--- src/rtl/exhaustive_eval_ctrl.sv ---
// exhaustive_eval_ctrl
//   Sweeps every input vector 0..2^NUM_PI-1 onto a combinational CUT and its
//   golden model, counts mismatched output bits and records the first failing
//   vector. The count is the candidate fitness used by the evolution loop.
//   Optional feature macro: EVAL_EARLY_ABORT_EN (adds abort_thresh / aborted,
//   ending a run as soon as the running error count reaches the threshold).
module exhaustive_eval_ctrl #(
  parameter int NUM_PI      = 7,
  parameter int NUM_PO      = 2,
  parameter int CUT_LATENCY = 0,
  parameter int ERR_W       = NUM_PI + $clog2(NUM_PO + 1)
) (
  input  logic              clk,
  input  logic              rst,
  input  logic              start,
  output logic              busy,
  output logic              done,
  output logic [NUM_PI-1:0] vec_out,
  input  logic [NUM_PO-1:0] cut_po,
  input  logic [NUM_PO-1:0] ref_po,
  output logic [ERR_W-1:0]  err_count,
  output logic              first_err_valid,
  output logic [NUM_PI-1:0] first_err_vec
`ifdef EVAL_EARLY_ABORT_EN
  ,
  input  logic [ERR_W-1:0]  abort_thresh,
  output logic              aborted
`endif
);

  typedef enum logic [1:0] {
    IDLE   = 2'd0,
    SETTLE = 2'd1,
    CMP    = 2'd2,
    FIN    = 2'd3
  } state_t;

  // Settle counter runs 0..CUT_LATENCY-1; clamp so a zero latency still elaborates.
  localparam int              WAIT_LAST_I = (CUT_LATENCY > 0) ? (CUT_LATENCY - 1) : 0;
  localparam logic [3:0]      WAIT_LAST   = WAIT_LAST_I[3:0];
  localparam bit              HAS_SETTLE  = (CUT_LATENCY > 0);
  localparam logic [NUM_PI-1:0] VEC_LAST  = {NUM_PI{1'b1}};
  localparam logic [NUM_PI-1:0] VEC_ONE   = {{(NUM_PI-1){1'b0}}, 1'b1};

  // Number of set bits in a CUT/golden difference word.
  function automatic logic [ERR_W-1:0] popcount(input logic [NUM_PO-1:0] d);
    logic [ERR_W-1:0] n;
    n = {ERR_W{1'b0}};
    for (int i = 0; i < NUM_PO; i++) begin
      n = n + {{(ERR_W-1){1'b0}}, d[i]};
    end
    return n;
  endfunction

  state_t              state_r, state_nxt_s;
  logic                busy_r, busy_nxt_s;
  logic                done_r, done_nxt_s;
  logic [NUM_PI-1:0]   vec_r, vec_nxt_s;
  logic [ERR_W-1:0]    err_r, err_nxt_s;
  logic                fev_r, fev_nxt_s;
  logic [NUM_PI-1:0]   fvec_r, fvec_nxt_s;
  logic [3:0]          wait_r, wait_nxt_s;
  logic [NUM_PO-1:0]   diff_s;
  logic [ERR_W-1:0]    err_sum_s;
  logic                abort_hit_s;
  logic                aborted_r, aborted_nxt_s;

  // Running error total including the vector currently being compared.
  always_comb begin
    diff_s    = cut_po ^ ref_po;
    err_sum_s = err_r + popcount(diff_s);
`ifdef EVAL_EARLY_ABORT_EN
    abort_hit_s = (abort_thresh != {ERR_W{1'b0}}) && (err_sum_s >= abort_thresh);
`else
    abort_hit_s = 1'b0;
`endif
  end

  // Next-state and next-datapath decode; everything holds unless a state acts.
  always_comb begin
    state_nxt_s   = state_r;
    busy_nxt_s    = busy_r;
    done_nxt_s    = 1'b0;
    vec_nxt_s     = vec_r;
    err_nxt_s     = err_r;
    fev_nxt_s     = fev_r;
    fvec_nxt_s    = fvec_r;
    wait_nxt_s    = wait_r;
    aborted_nxt_s = aborted_r;
    case (state_r)
      IDLE: begin
        if (start) begin
          busy_nxt_s    = 1'b1;
          vec_nxt_s     = {NUM_PI{1'b0}};
          err_nxt_s     = {ERR_W{1'b0}};
          fev_nxt_s     = 1'b0;
          fvec_nxt_s    = {NUM_PI{1'b0}};
          wait_nxt_s    = 4'd0;
          aborted_nxt_s = 1'b0;
          if (HAS_SETTLE) begin
            state_nxt_s = SETTLE;
          end else begin
            state_nxt_s = CMP;
          end
        end else begin
          state_nxt_s = IDLE;
        end
      end
      SETTLE: begin
        if (wait_r == WAIT_LAST) begin
          wait_nxt_s  = 4'd0;
          state_nxt_s = CMP;
        end else begin
          wait_nxt_s  = wait_r + 4'd1;
        end
      end
      CMP: begin
        err_nxt_s = err_sum_s;
        if ((diff_s != {NUM_PO{1'b0}}) && !fev_r) begin
          fev_nxt_s  = 1'b1;
          fvec_nxt_s = vec_r;
        end else begin
          fev_nxt_s  = fev_r;
        end
        if ((vec_r == VEC_LAST) || abort_hit_s) begin
          // Last vector (or abort): vec_out stays put so the final vector remains visible.
          state_nxt_s   = FIN;
          busy_nxt_s    = 1'b0;
          done_nxt_s    = 1'b1;
          aborted_nxt_s = abort_hit_s;
        end else begin
          vec_nxt_s  = vec_r + VEC_ONE;
          wait_nxt_s = 4'd0;
          if (HAS_SETTLE) begin
            state_nxt_s = SETTLE;
          end else begin
            state_nxt_s = CMP;
          end
        end
      end
      FIN: begin
        state_nxt_s = IDLE;
        busy_nxt_s  = 1'b0;
      end
      default: begin
        state_nxt_s = IDLE;
        busy_nxt_s  = 1'b0;
      end
    endcase
  end

  // State register with synchronous reset.
  always_ff @(posedge clk) begin
    if (rst) begin
      state_r <= IDLE;
    end else begin
      state_r <= state_nxt_s;
    end
  end

  // Registered outputs and run bookkeeping.
  always_ff @(posedge clk) begin
    if (rst) begin
      busy_r    <= 1'b0;
      done_r    <= 1'b0;
      vec_r     <= {NUM_PI{1'b0}};
      err_r     <= {ERR_W{1'b0}};
      fev_r     <= 1'b0;
      fvec_r    <= {NUM_PI{1'b0}};
      wait_r    <= 4'd0;
      aborted_r <= 1'b0;
    end else begin
      busy_r    <= busy_nxt_s;
      done_r    <= done_nxt_s;
      vec_r     <= vec_nxt_s;
      err_r     <= err_nxt_s;
      fev_r     <= fev_nxt_s;
      fvec_r    <= fvec_nxt_s;
      wait_r    <= wait_nxt_s;
      aborted_r <= aborted_nxt_s;
    end
  end

  assign busy            = busy_r;
  assign done            = done_r;
  assign vec_out         = vec_r;
  assign err_count       = err_r;
  assign first_err_valid = fev_r;
  assign first_err_vec   = fvec_r;
`ifdef EVAL_EARLY_ABORT_EN
  assign aborted         = aborted_r;
`endif

endmodule

--- config.mk ---
export PLATFORM = sky130hd
export DESIGN_NAME = exhaustive_eval_ctrl
export DESIGN_NICKNAME = d
export VERILOG_FILES = /design/src/rtl/exhaustive_eval_ctrl.sv
export SDC_FILE = /design/constraint.sdc
export NUM_CORES = 1
export LEC_CHECK = 0
export BUFFER_PORTS_ARGS = -buffer_cell sky130_fd_sc_hd__buf_2
export CAP_MARGIN = 20
export CORE_MARGIN = 2
export CORE_UTILIZATION = 50
export CTS_CLUSTER_DIAMETER = 50
export DETAILED_ROUTE_END_ITERATION = 12
export GPL_TIMING_DRIVEN = 0
export HOLD_SLACK_MARGIN = 0.08
export PLACE_DENSITY_LB_ADDON = 0.15
export SYNTH_ARGS = -nofsm -noshare
export SYNTH_HDL_FRONTEND = slang
export SYNTH_SLANG_ARGS = --single-unit
--- constraint.sdc ---
create_clock -name clk -period 3.1 [get_ports clk]
set_clock_uncertainty 0.2 [all_clocks]
set_input_delay 0.155 -clock clk [delete_from_list [all_inputs] [get_ports clk]]
set_output_delay 0.155 -clock clk [all_outputs]
set_load 0.01 [all_outputs]
After elaboration in Yosys (flattened, before gate mapping):

Cells that the tools add are included.

* input port bits: 7
* word-level logic and storage cells: 59
* register bits: 32

* bitwise operators: 2
* equality and inequality tests: 9
* mux-type cells: 22
* reductions and logical operators: 14
* add/subtract/negate cells: 4

Operators by type and width (number)
* 7-bit case mux with 2 select lines: 2
* 7-bit 2-to-1 mux: 3
* 9-bit case mux with 2 select lines: 1
* 4-bit 2-to-1 mux: 3
* 4-bit case mux with 3 select lines: 1
* 3-bit AND reduction: 4
* 2-bit inequality test, second input constant: 5
* 9-bit by 2-bit adder with 9-bit output: 1
* 9-bit 2-to-1 mux: 1
* 2-bit case mux with 4 select lines: 1
* 7-bit by 1-bit adder with 7-bit output, second input constant: 1
* 7-bit equality test, second input constant: 1
* 1-bit 2-to-1 mux: 6
* 3-bit nonzero test: 2
* 4-bit by 1-bit adder with 4-bit output, second input constant: 1
* 2-bit equality test, second input constant: 2
* 4-bit zero test: 1
* 2-bit 2-to-1 mux: 2
* 2-bit nonzero test: 2
* 1-bit case mux with 3 select lines: 1
* 1-bit by 1-bit adder with 2-bit output: 1
* 2-bit by 1-bit equality test with 1-bit output, second input constant: 1
* 2-bit zero test: 1
* 1-bit case mux with 2 select lines: 1
* other kinds (6): 6

Logic depth before layout (Yosys ltp):

Gate-level depths: netlist of run 1.

* depth after elaboration: 5
* depth in mapped cells: 8
* depth with buffers taken out: 8

Worst setup path before layout of run 1:

No wires, ideal clock.

* path type: register -> register
* start: register state_r[0]
* end: register wait_r[2]
* slack: 1.220 ns
* data required time: 2.830 ns
* cell stages (with the launch flop): 8
* library setup time: 0.070 ns
* data arrival time: 1.610 ns
* period minus slack after synthesis: 1.880 ns
* buffers on the path: 1
* cell sequence: dfxtp_1 -> inv_1 -> ha_1 -> buf_6 -> nand4_1 -> nor2_1 -> or4_1 -> a21oi_1

* longest elaborated chain between the ends: 3

RTL lines
* start: declaration: line 55 `state_t state_r, state_nxt_s;`
* start signal: assignment: line 157 `state_r <= state_nxt_s;`
* 2-bit equality test (tied with other cells): line 90 `case (state_r)`
* 2-bit inequality test (no source line) / 3-bit nonzero test (equally long branches)
* 3-bit AND reduction (no source line)
* end signal: assignment: line 179 `wait_r <= wait_nxt_s;`
* end: declaration: line 62 `logic [3:0] wait_r, wait_nxt_s;`

Parallel ways exist; a longest one is shown, timed or not.
A chain may end at the register's enable or synchronous reset.

Worst setup path in the final report of run 1:

* start: register state_r[0]
* end: register fvec_r[4], in the netlist first_err_vec[4]

* longest elaborated chain between the ends: 3

RTL lines
* 2-bit equality test / 2-bit zero test (equally long branches): line 90
* 2-bit inequality test (no source line) / 2-bit nonzero test (equally long branches)
* 3-bit AND reduction (no source line)
* end signal: assignment: line 169 `fvec_r <= {NUM_PI{1'b0}};`
* end signal: assignment: line 178 `fvec_r <= fvec_nxt_s;`
* end: declaration: line 61 `logic [NUM_PI-1:0] fvec_r, fvec_nxt_s;`

Parallel ways exist; a longest one is shown, timed or not.

==> results of run 1 <==
## where the power goes
part,switching [mW],internal [mW]
Sequential,0.00585,0.417
Clock,0.151,0.168
Combinational,0.0518,0.0364
## area by class of cell
| type | instances | area, µm² |
|---|---|---|
| fillers | 268 | 1130 |
| multi-input cells | 124 | 867 |
| flip-flops and latches | 32 | 641 |
| repair buffers | 34 | 180 |
| well taps | 44 | 55.1 |
| plain buffers | 4 | 43.8 |
| clock inverters | 3 | 42.5 |
| clock buffers | 5 | 37.5 |
| inverters | 7 | 26.3 |
## flip-flops by register name (all words and copies together) (netlist names)
register and cells:
done 1, first_err_vec 7, vec_out 7, err_count 9, wait_r 4, state_r 2, first_err_valid 1, busy 1
## synth_stat cells, types with 3 or more instances
cell type / number
ha_1: 8
nand3_1: 6
or4_1: 3
a22o_1: 7
a31oi_1: 3
inv_1: 7
xnor2_1: 6
or3_1: 3
nand2_1: 10
dfxtp_1: 32
a21oi_1: 9
nor2_1: 19
o21ai_0: 7
nor3_1: 3
mux2i_1: 3
## final timing paths
kind,to,slack [ns],depth (start not counted),start
max,first_err_vec[4]$_SDFFE_PP0P_,0.96,6,state_r[0]$_SDFFE_PP0P_
min,first_err_valid$_SDFFE_PP0P_,0.14,5,cut_po[1]
max reg2reg,first_err_vec[4]$_SDFFE_PP0P_,0.96,6,state_r[0]$_SDFFE_PP0P_
min reg2reg,first_err_vec[2]$_SDFFE_PP0P_,0.28,1,first_err_vec[2]$_SDFFE_PP0P_
## metal layers
metal	share of wire [%]	routed length [µm]	up-vias
li1	-	-	687
met1	44	1490	649
met4	1.5	50	0
met2	49	1660	33
met3	4.9	166	6
met5	0	0	-
## stage by stage
stage               hold WS, ns  instances  setup WS, ns
floorplan                 0.150        167          1.22
global placement          0.256        243          1.00
detailed placement        0.258        243         0.942
CTS                       0.133        253         0.928
global route              0.173        253         0.811
finish                    0.140        253         0.959
## cells by family after synthesis
logic type	after synthesis	synth area share, %
xor gates and xnor gates	8	4.44
DFF	32	40.6
AOI/OAI and AO/OA	39	17.4
buffers and inverters	11	4.44
and+or+nand+nor	64	22.7
muxes	4	2.85
adders and majority gates	9	7.61
## repair_timing
item                                   CTS  global route
buffers inserted                         0             0
hold buffers                             2             0
endpoints found under the hold margin    4             0
## worst max-delay path: cells and delay by family, from the launching register on
kind / cells / cell delay (ns)
AOI/OAI and AO/OA: 2 / 0.76
adders and majority gates: 1 / 0.20
buffers and inverters: 2 / 0.22
DFF: 1 / 0.40
muxes: 1 / 0.31
==> results_dict.tcl, run 1 <==
set metrics [dict create \
    outcome "finished clean" \
    finalHoldViolations 0 \
    layout-drive-gt1-share_pct 25.4 \
    cts_resized 0 \
    async_flop_share_pct 0 \
    peakVddDrop_mv 0.243 \
    cts_max_level 2 \
    start_util_pct 52.1 \
    ys.flop_type "dfxtp_1" \
    grtUsageMet2_pct 36.0 \
    synth_nets 183 \
    grt_util_all_layers_pct 21.4 \
    grt_pass1_wl_um 5710 \
    maxCapViolations 0 \
    final_util_pct 62.5 \
    cts_tree "done" \
    rsz0062_at_grt "no" \
    yosys-top-cells-area "dfxtp_1 (41%), ha_1 (6.3%), nor2_1 (4.5%), a22o_1 (3.9%), xnor2_1 (3.3%)" \
    power_mw 0.830 \
    layout_common_cells "buf_2 (33), dfxtp_1 (32), nor2_1 (19)" \
    die_w_um 60.2 \
    tns_ns 0 \
    die_area_um2 3620 \
    use_met1_pct 24.7 \
    grt_max_degree 12 \
    rows 20 \
    clock_latency_ns 0.34 \
    setup_viol 0 \
    ys_types 45 \
    final_common_cell "buf_2" \
    cp.required_ns 3.19 \
    hpwl_um 2520 \
    cp_max_fo 10 \
    grt_pass1_vias 1271 \
    clkTransAtPathRegs_ns 0.10 \
    ant_nets 0 \
    syn_to_final_growth_pct 20.0 \
    viasPerCell 5.43 \
    syn_area_per_cell_um2 9.45 \
    netlist_area_um2 1580 \
    synth_warnings 0 \
    max_freq_mhz 467 \
    drc 0 \
    diodes 0 \
    antenna_found_initial 0 \
    hold_path_class "in -> reg" \
    root_buffer "clkbuf_4" \
    cpPeakStageDelay_ns 0.52 \
    power_density_nw_per_um2 438 \
    maxSlewViolCount 0 \
    fin_nets 224 \
    cp_cell_sequence "inv_1 > ha_1 > buf_6 > mux2_4 > o22ai_1 > a22o_1" \
    period_minus_slack_ns 2.14 \
    cts_buffer_depth 2 \
    vias 1375 \
    place_area_um2 1790 \
    synth-edff-count 0 \
    fin_crit_sh_pct 69.1 \
    top_usage_layer "met2" \
    syn_inst 167 \
    slowest_stage "o22ai_1" \
    design.core.area_um2 3030 \
    leakagePower_nw 0.817 \
    routed_wl_um 3370 \
    design_area_um2 1890 \
    startpoint_type "flop" \
    seq_area_frac_synth_pct 40.6 \
    drt_first_pass_iters 4 \
    end_kind "flop" \
    io_buffers 32 \
    ioPinCount 33 \
    met3_usage_pct 7.36 \
    place.gp.congestion 0.795 \
    drtIter0Drc 55 \
    wire_per_inst_um 13.3 \
    gr-total-overflow 0 \
    cts.sinks 32 \
    worst_pin_slew_ns 0.730 \
    die_y_um 60.2 \
    synth_area_leader_cell "dfxtp_1" \
    synth-seq-cells 32 \
    slew_headroom_pct 50.9 \
    synth_top_area_share_pct 40.6 \
    arrival_ns 2.23 \
    crit_type "reg -> reg" \
    cts_inserted_buffers 5 \
]
No activity file was read; power rests on OpenSTA's default activity.
==> inputs of run 2 (changes only) <==
==> constraint.sdc (replaced) <==
create_clock -name clk -period 2 [get_ports clk]
set_clock_uncertainty 0.2 [all_clocks]
set_input_delay 0.1 -clock clk [delete_from_list [all_inputs] [get_ports clk]]
set_output_delay 0.1 -clock clk [all_outputs]
set_load 0.01 [all_outputs]
==> run 2 against run 1 <==
Largest power group unchanged. Global-route usage up 0.45 points. Critical path type unchanged. Non-clock buffer count grew 4. Core utilization is 3.5 points higher. Critical path depth is 1 higher. Wire length grew 6.1%. Setup slack worse by 0.88 ns. Register-to-register slack got worse by 0.88 ns. First-iteration DRC count decreased by 18%.
==> results_dict.tcl, run 2 (synthesis gave the netlist of run 1 again) <==
set metrics [dict create \
    outcome "finished clean" \
    ant_nets 0 \
    cts_inserted_buffers 5 \
    die_w_um 60.2 \
    cts.sinks 32 \
    syn_to_final_growth_pct 26.6 \
    max_freq_mhz 521 \
    hold_depth 5 \
    cts_buffer_depth 2 \
    power_density_nw_per_um2 656 \
    worst_pin_slew_ns 0.487 \
    leakagePower_nw 0.833 \
    vias 1389 \
    drc 0 \
    finalHoldViolations 0 \
    slew_headroom_pct 67.4 \
    crit_cells 7 \
    clkTransAtPathRegs_ns 0.10 \
    fin_crit_sh_pct 96.0 \
    antenna_found_initial 0 \
    grtUsageMet2_pct 36.8 \
    peakVddDrop_mv 0.385 \
    design.core.area_um2 3030 \
    die_area_um2 3620 \
    gr-total-overflow 0 \
    top_usage_layer "met2" \
    placed_cells 243 \
    cts_max_level 2 \
    io_buffers 32 \
    grt_pass1_vias 1278 \
    use_met1_pct 25.1 \
    met3_usage_pct 7.58 \
    rows 20 \
    pre_cts_ws_ns -0.158 \
    maxCapViolations 0 \
    layout_common_cells "buf_2 (32), dfxtp_1 (30), nor2_1 (18)" \
    fin_nets 228 \
    drt_first_pass_iters 4 \
    clock_latency_ns 0.34 \
    maxSlewViolCount 0 \
    start_util_pct 52.1 \
    place.gp.congestion 0.795 \
    grt_pass1_wl_um 5800 \
    crit_type "reg -> reg" \
    crit_path_start "state_r[0]$_SDFFE_PP0P_" \
    grt_max_degree 12 \
    routed_wl_um 3580 \
    end_kind "flop" \
    fin_ws_ns 0.0800 \
    root_buffer "clkbuf_4" \
    die_y_um 60.2 \
    viasPerCell 5.40 \
    final_cells 257 \
    period_minus_slack_ns 1.92 \
    cpPeakStageDelay_ns 0.52 \
    layout-drive-gt1-share_pct 32.9 \
    final_common_cell "buf_2" \
    cp_cell_sequence "inv_2 > ha_2 > buf_6 > nand4_1 > nor2_4 > or4_1 > a21oi_1" \
    hold_start "cut_po[0]" \
    hold_path_class "in -> reg" \
    arrival_ns 2.01 \
    startpoint_type "flop" \
    cp.required_ns 2.09 \
    worst-r2r-cell-count 7 \
    wire_per_inst_um 13.9 \
    largest_reg_flops 9 \
    critPathTopFamily "simple AND/OR/NAND/NOR gates" \
    grt_util_all_layers_pct 21.9 \
    cts_tree "done" \
    r2r-start "state_r[0]$_SDFFE_PP0P_" \
    ioPinCount 33 \
    diodes 0 \
    cp_num_buf_inv 2 \
    drtIter0Drc 45 \
    slowest_stage "or4_1" \
    setup_viol 0 \
    hpwl_um 2520 \
    cp_max_fo 7 \
]
[run 2: changes by cell type in the layout (fill, tap and decap cells not counted), moves of 2 or more]
cell,change
ha_1,-3
ha_2,+3
dfxtp_1,-2
buf_4,+5
[run 2: path summary, 6_finish.rpt]
| check | endpoint | slack, ns |
|---|---|---|
| hold / removal | first_err_valid$_SDFFE_PP0P_ | 0.10 |
| hold reg to reg | first_err_vec[2]$_SDFFE_PP0P_ | 0.28 |
| setup reg to reg | wait_r[0]$_SDFFE_PP0P_ | 0.08 |
| setup / recovery | wait_r[0]$_SDFFE_PP0P_ | 0.08 |
[run 2: repair_timing]
| action | CTS | global route |
|---|---|---|
| endpoints found under the setup margin | 19 | 25 |
| resized for setup | 6 | 15 |
| endpoints found under the hold margin | 16 | 0 |
| pin swaps | 0 | 6 |
| setup buffers | 0 | 4 |
| hold buffers | 2 | 0 |
[run 2: cell type report]
| cell class | count | area, µm² |
|---|---|---|
| multi-input combinational | 124 | 935 |
| timing repair buffer | 38 | 210 |
| buffer | 4 | 46.3 |
| inverter | 7 | 26.3 |
| fill | 254 | 1030 |
| tap | 44 | 55.1 |
| clock inverter | 3 | 42.5 |
| sequential | 32 | 646 |
| clock buffer | 5 | 37.5 |
[run 2: metal layers]
metal / vias to the layer above / share of wire [%]
met3: 6 / 4.5
li1: 695 / -
met5: - / 0
met2: 31 / 50
met1: 657 / 43
met4: 0 / 1.6
[run 2: through the flow]
stage | total power [mW] | hold WS (ns) | TNS, ns | utilization, % | cell area [µm²]
3_5_place_dp | 0.804 | 0.236 | -1.32 | 59.2 | 1790
5_1_grt | 1.36 | 0.154 | -0.0840 | 66.0 | 2000
4_1_cts | 1.31 | 0.0803 | 0 | 63.2 | 1910
3_3_place_gp | 0.799 | 0.224 | -0.731 | 59.2 | 1790
2_1_floorplan | 0.764 | 0.0945 | 0 | - | 1580
6_report | 1.31 | 0.105 | 0 | 66.0 | 2000
[run 2: worst reg2reg max path, delay by kind of cell, from the launching register on]
kind / cells / cell delay, ns
DFF: 1 / 0.38
AOI/OAI and AO/OA: 1 / 0.13
and+or+nand+nor: 3 / 0.82
buffers and inverters: 2 / 0.17
adders and majority gates: 1 / 0.17
[run 2: power by group]
part,total [mW],internal (mW),switching [mW]
sequential,0.655,0.645,0.00991
combinational,0.160,0.0693,0.0903
clock,0.497,0.260,0.237
total,1.31,0.975,0.337
==> inputs of run 3 (changes only) <==
--- a/config.mk
+++ b/config.mk
@@ -5,8 +5,9 @@
 export SDC_FILE = /design/constraint.sdc
 export NUM_CORES = 1
 export LEC_CHECK = 0
+export ABC_AREA = 1
 export BUFFER_PORTS_ARGS = -buffer_cell sky130_fd_sc_hd__buf_2
-export CAP_MARGIN = 20
+export CAP_MARGIN = 10
 export CORE_MARGIN = 2
 export CORE_UTILIZATION = 50
 export CTS_CLUSTER_DIAMETER = 50
==> run 3 against run 2 <==
Synthesized cell count rose by 41%. Critical endpoint is now err_count[3]$_SDFFE_PP0P_. Die area up 6.4%. Sequential share of layout area down 0.71 points. Non-clock buffer count fell by 5. Clock-buffer cell count stayed put. Final cell count up 26%. Register-to-register slack improved by 0.08 ns.
==> results_dict.tcl, run 3 <==
set metrics [dict create \
    leakagePower_nw 0.900 \
    slew_headroom_pct 67.0 \
    startpoint_type "flop" \
    maxSlewViolCount 0 \
    grt_pass1_wl_um 5870 \
    final_common_cell "nand2_1" \
    design.core.area_um2 3280 \
    syn_area_per_cell_um2 7.15 \
    finalHoldViolations 0 \
    cts_tree "done" \
    drt_first_pass_iters 4 \
    tns_ns 0 \
    layout_common_cells "nand2_1 (46), inv_1 (33), buf_2 (32), dfxtp_1 (32), a21oi_1 (25)" \
    clock_latency_ns 0.35 \
    final_util_pct 61.7 \
    hpwl_um 2670 \
    fin_nets 293 \
    netlist_area_um2 1690 \
    period_minus_slack_ns 1.84 \
    drc 0 \
    ys_types 28 \
    diodes 0 \
    vias 1616 \
    synth_nets 252 \
    cts.sinks 32 \
    layout-drive-gt1-share_pct 20.5 \
    grt_util_all_layers_pct 21.0 \
    die_area_um2 3850 \
    grt_pass1_vias 1334 \
    fill_cells 333 \
    register_area_um2 641 \
    worst_pin_slew_ns 0.495 \
    cp.required_ns 2.04 \
    rsz0062_at_grt "no" \
    power_mw 1.38 \
    arrival_ns 1.88 \
    maxCapViolations 0 \
    cts_inserted_buffers 5 \
    drtIter0Drc 90 \
    power_density_nw_per_um2 681 \
    rows 21 \
    ioPinCount 33 \
    syn_inst 236 \
    yosys-top-cells-area "dfxtp_1 (38%), nand2_1 (10%), a21oi_1 (7.4%), inv_1 (7.3%), ha_1 (5.9%)" \
    synth.most_common_cell "nand2_1" \
    die_y_um 62.1 \
    max_freq_mhz 545 \
    wl_met3_um 169 \
    peakVddDrop_mv 0.527 \
    place.gp.congestion 0.826 \
    root_buffer "clkbuf_4" \
    hold_path_class "in -> reg" \
    routed_wl_um 3720 \
    placed_cells 313 \
    synth_area_leader_cell "dfxtp_1" \
    largest_reg_flops 9 \
    netlist_top_cells_count "nand2_1 (46), inv_1 (33), dfxtp_1 (32)" \
    die_w_um 62.1 \
    synth-edff-count 0 \
    ys.flop_type "dfxtp_1" \
    gr-total-overflow 0 \
    setup_viol 0 \
    met1_length_um 1780 \
    cts_max_level 2 \
    grt_max_degree 12 \
    seq_area_frac_synth_pct 38.0 \
    outcome "finished clean" \
    synth-seq-cells 32 \
    async_flop_share_pct 0 \
    wire_per_inst_um 11.5 \
    multi_input_area_um2 903 \
    end_kind "flop" \
    top_layer "met4" \
    clkTransAtPathRegs_ns 0.09 \
    antenna_found_initial 0 \
    cts_buffer_depth 2 \
    holdWs_ns 0.189 \
    viasPerCell 4.99 \
    ant_nets 0 \
    crit_type "reg -> reg" \
    io_buffers 31 \
    fin_crit_sh_pct 91.8 \
    synth_top_area_share_pct 38.0 \
    cp_max_fo 9 \
    syn_to_final_growth_pct 20.2 \
    wl_met2_um 1700 \
    start_util_pct 51.4 \
    final_cells 324 \
    synth_warnings 0 \
]
==> run 3: through the flow <==
step	instance area, µm²	worst slack, ns
CTS	2000	0.117
finish	2030	0.165
global placement	1900	0.146
global route	2030	0.00874
detailed placement	1900	0.113
floorplan	1690	0.331
==> run 3: final cells by class <==
type,instances,area share (%)
timing repair buffer,34,9.63
clock buffer,5,1.85
buffer,3,0.617
sequential,32,31.6
inverter,36,6.79
tap,46,2.84
multi-input combinational,165,44.6
clock inverter,3,2.10
==> run 3: critical path, stage by stage, from the launching register on <==
cell	delay, ns
dfxtp_1	0.39
inv_1	0.09
ha_1	0.24
inv_1	0.13
nand2_1	0.11
nand2_4	0.15
nand2_4	0.10
nand2_1	0.11
inv_2	0.08
o21ai_0	0.08
a21oi_1	0.05
==> run 3: logic make-up after synthesis <==
| family | count (synthesis) | synth area share [%] |
|---|---|---|
| AOI/OAI and AO/OA | 42 | 13.3 |
| xor gates and xnor gates | 1 | 0.519 |
| and+or+nand+nor | 113 | 32.3 |
| DFF | 32 | 38.0 |
| buffers and inverters | 39 | 8.75 |
| adders and majority gates | 9 | 7.12 |
==> run 3: path summary, 6_finish.rpt <==
kind,startpoint,endpoint,slack [ns],depth (start not counted)
worst min-delay path,ref_po[1],err_count[0]$_SDFFE_PP0P_,0.19,7
worst min register to register,first_err_vec[2]$_SDFFE_PP0P_,first_err_vec[2]$_SDFFE_PP0P_,0.29,2
worst max register to register,state_r[0]$_SDFFE_PP0P_,err_count[3]$_SDFFE_PP0P_,0.16,10
worst max-delay path,state_r[0]$_SDFFE_PP0P_,err_count[3]$_SDFFE_PP0P_,0.16,10
==> run 3: power breakdown <==
| part | switching (mW) | leakage (nW) | internal (mW) | total [mW] |
|---|---|---|---|---|
| registers | 0.0143 | 0.259 | 0.651 | 0.665 |
| clock network | 0.243 | 0.0412 | 0.260 | 0.503 |
| logic | 0.135 | 0.600 | 0.0764 | 0.211 |
| total | 0.392 | 0.900 | 0.988 | 1.38 |
==> run 3: what timing repair did <==
action,in CTS,in global routing
setup buffers,0,1
hold buffers,2,0
setup endpoints to repair,0,11
hold endpoints to repair,8,0
gates resized for setup,0,2
==> run 3: layer usage <==
metal	global-route usage, %	vias up
li1	-	858
met1	27.4	725
met2	32.9	27
met3	5.59	6
met4	8.51	0
met5	0	-
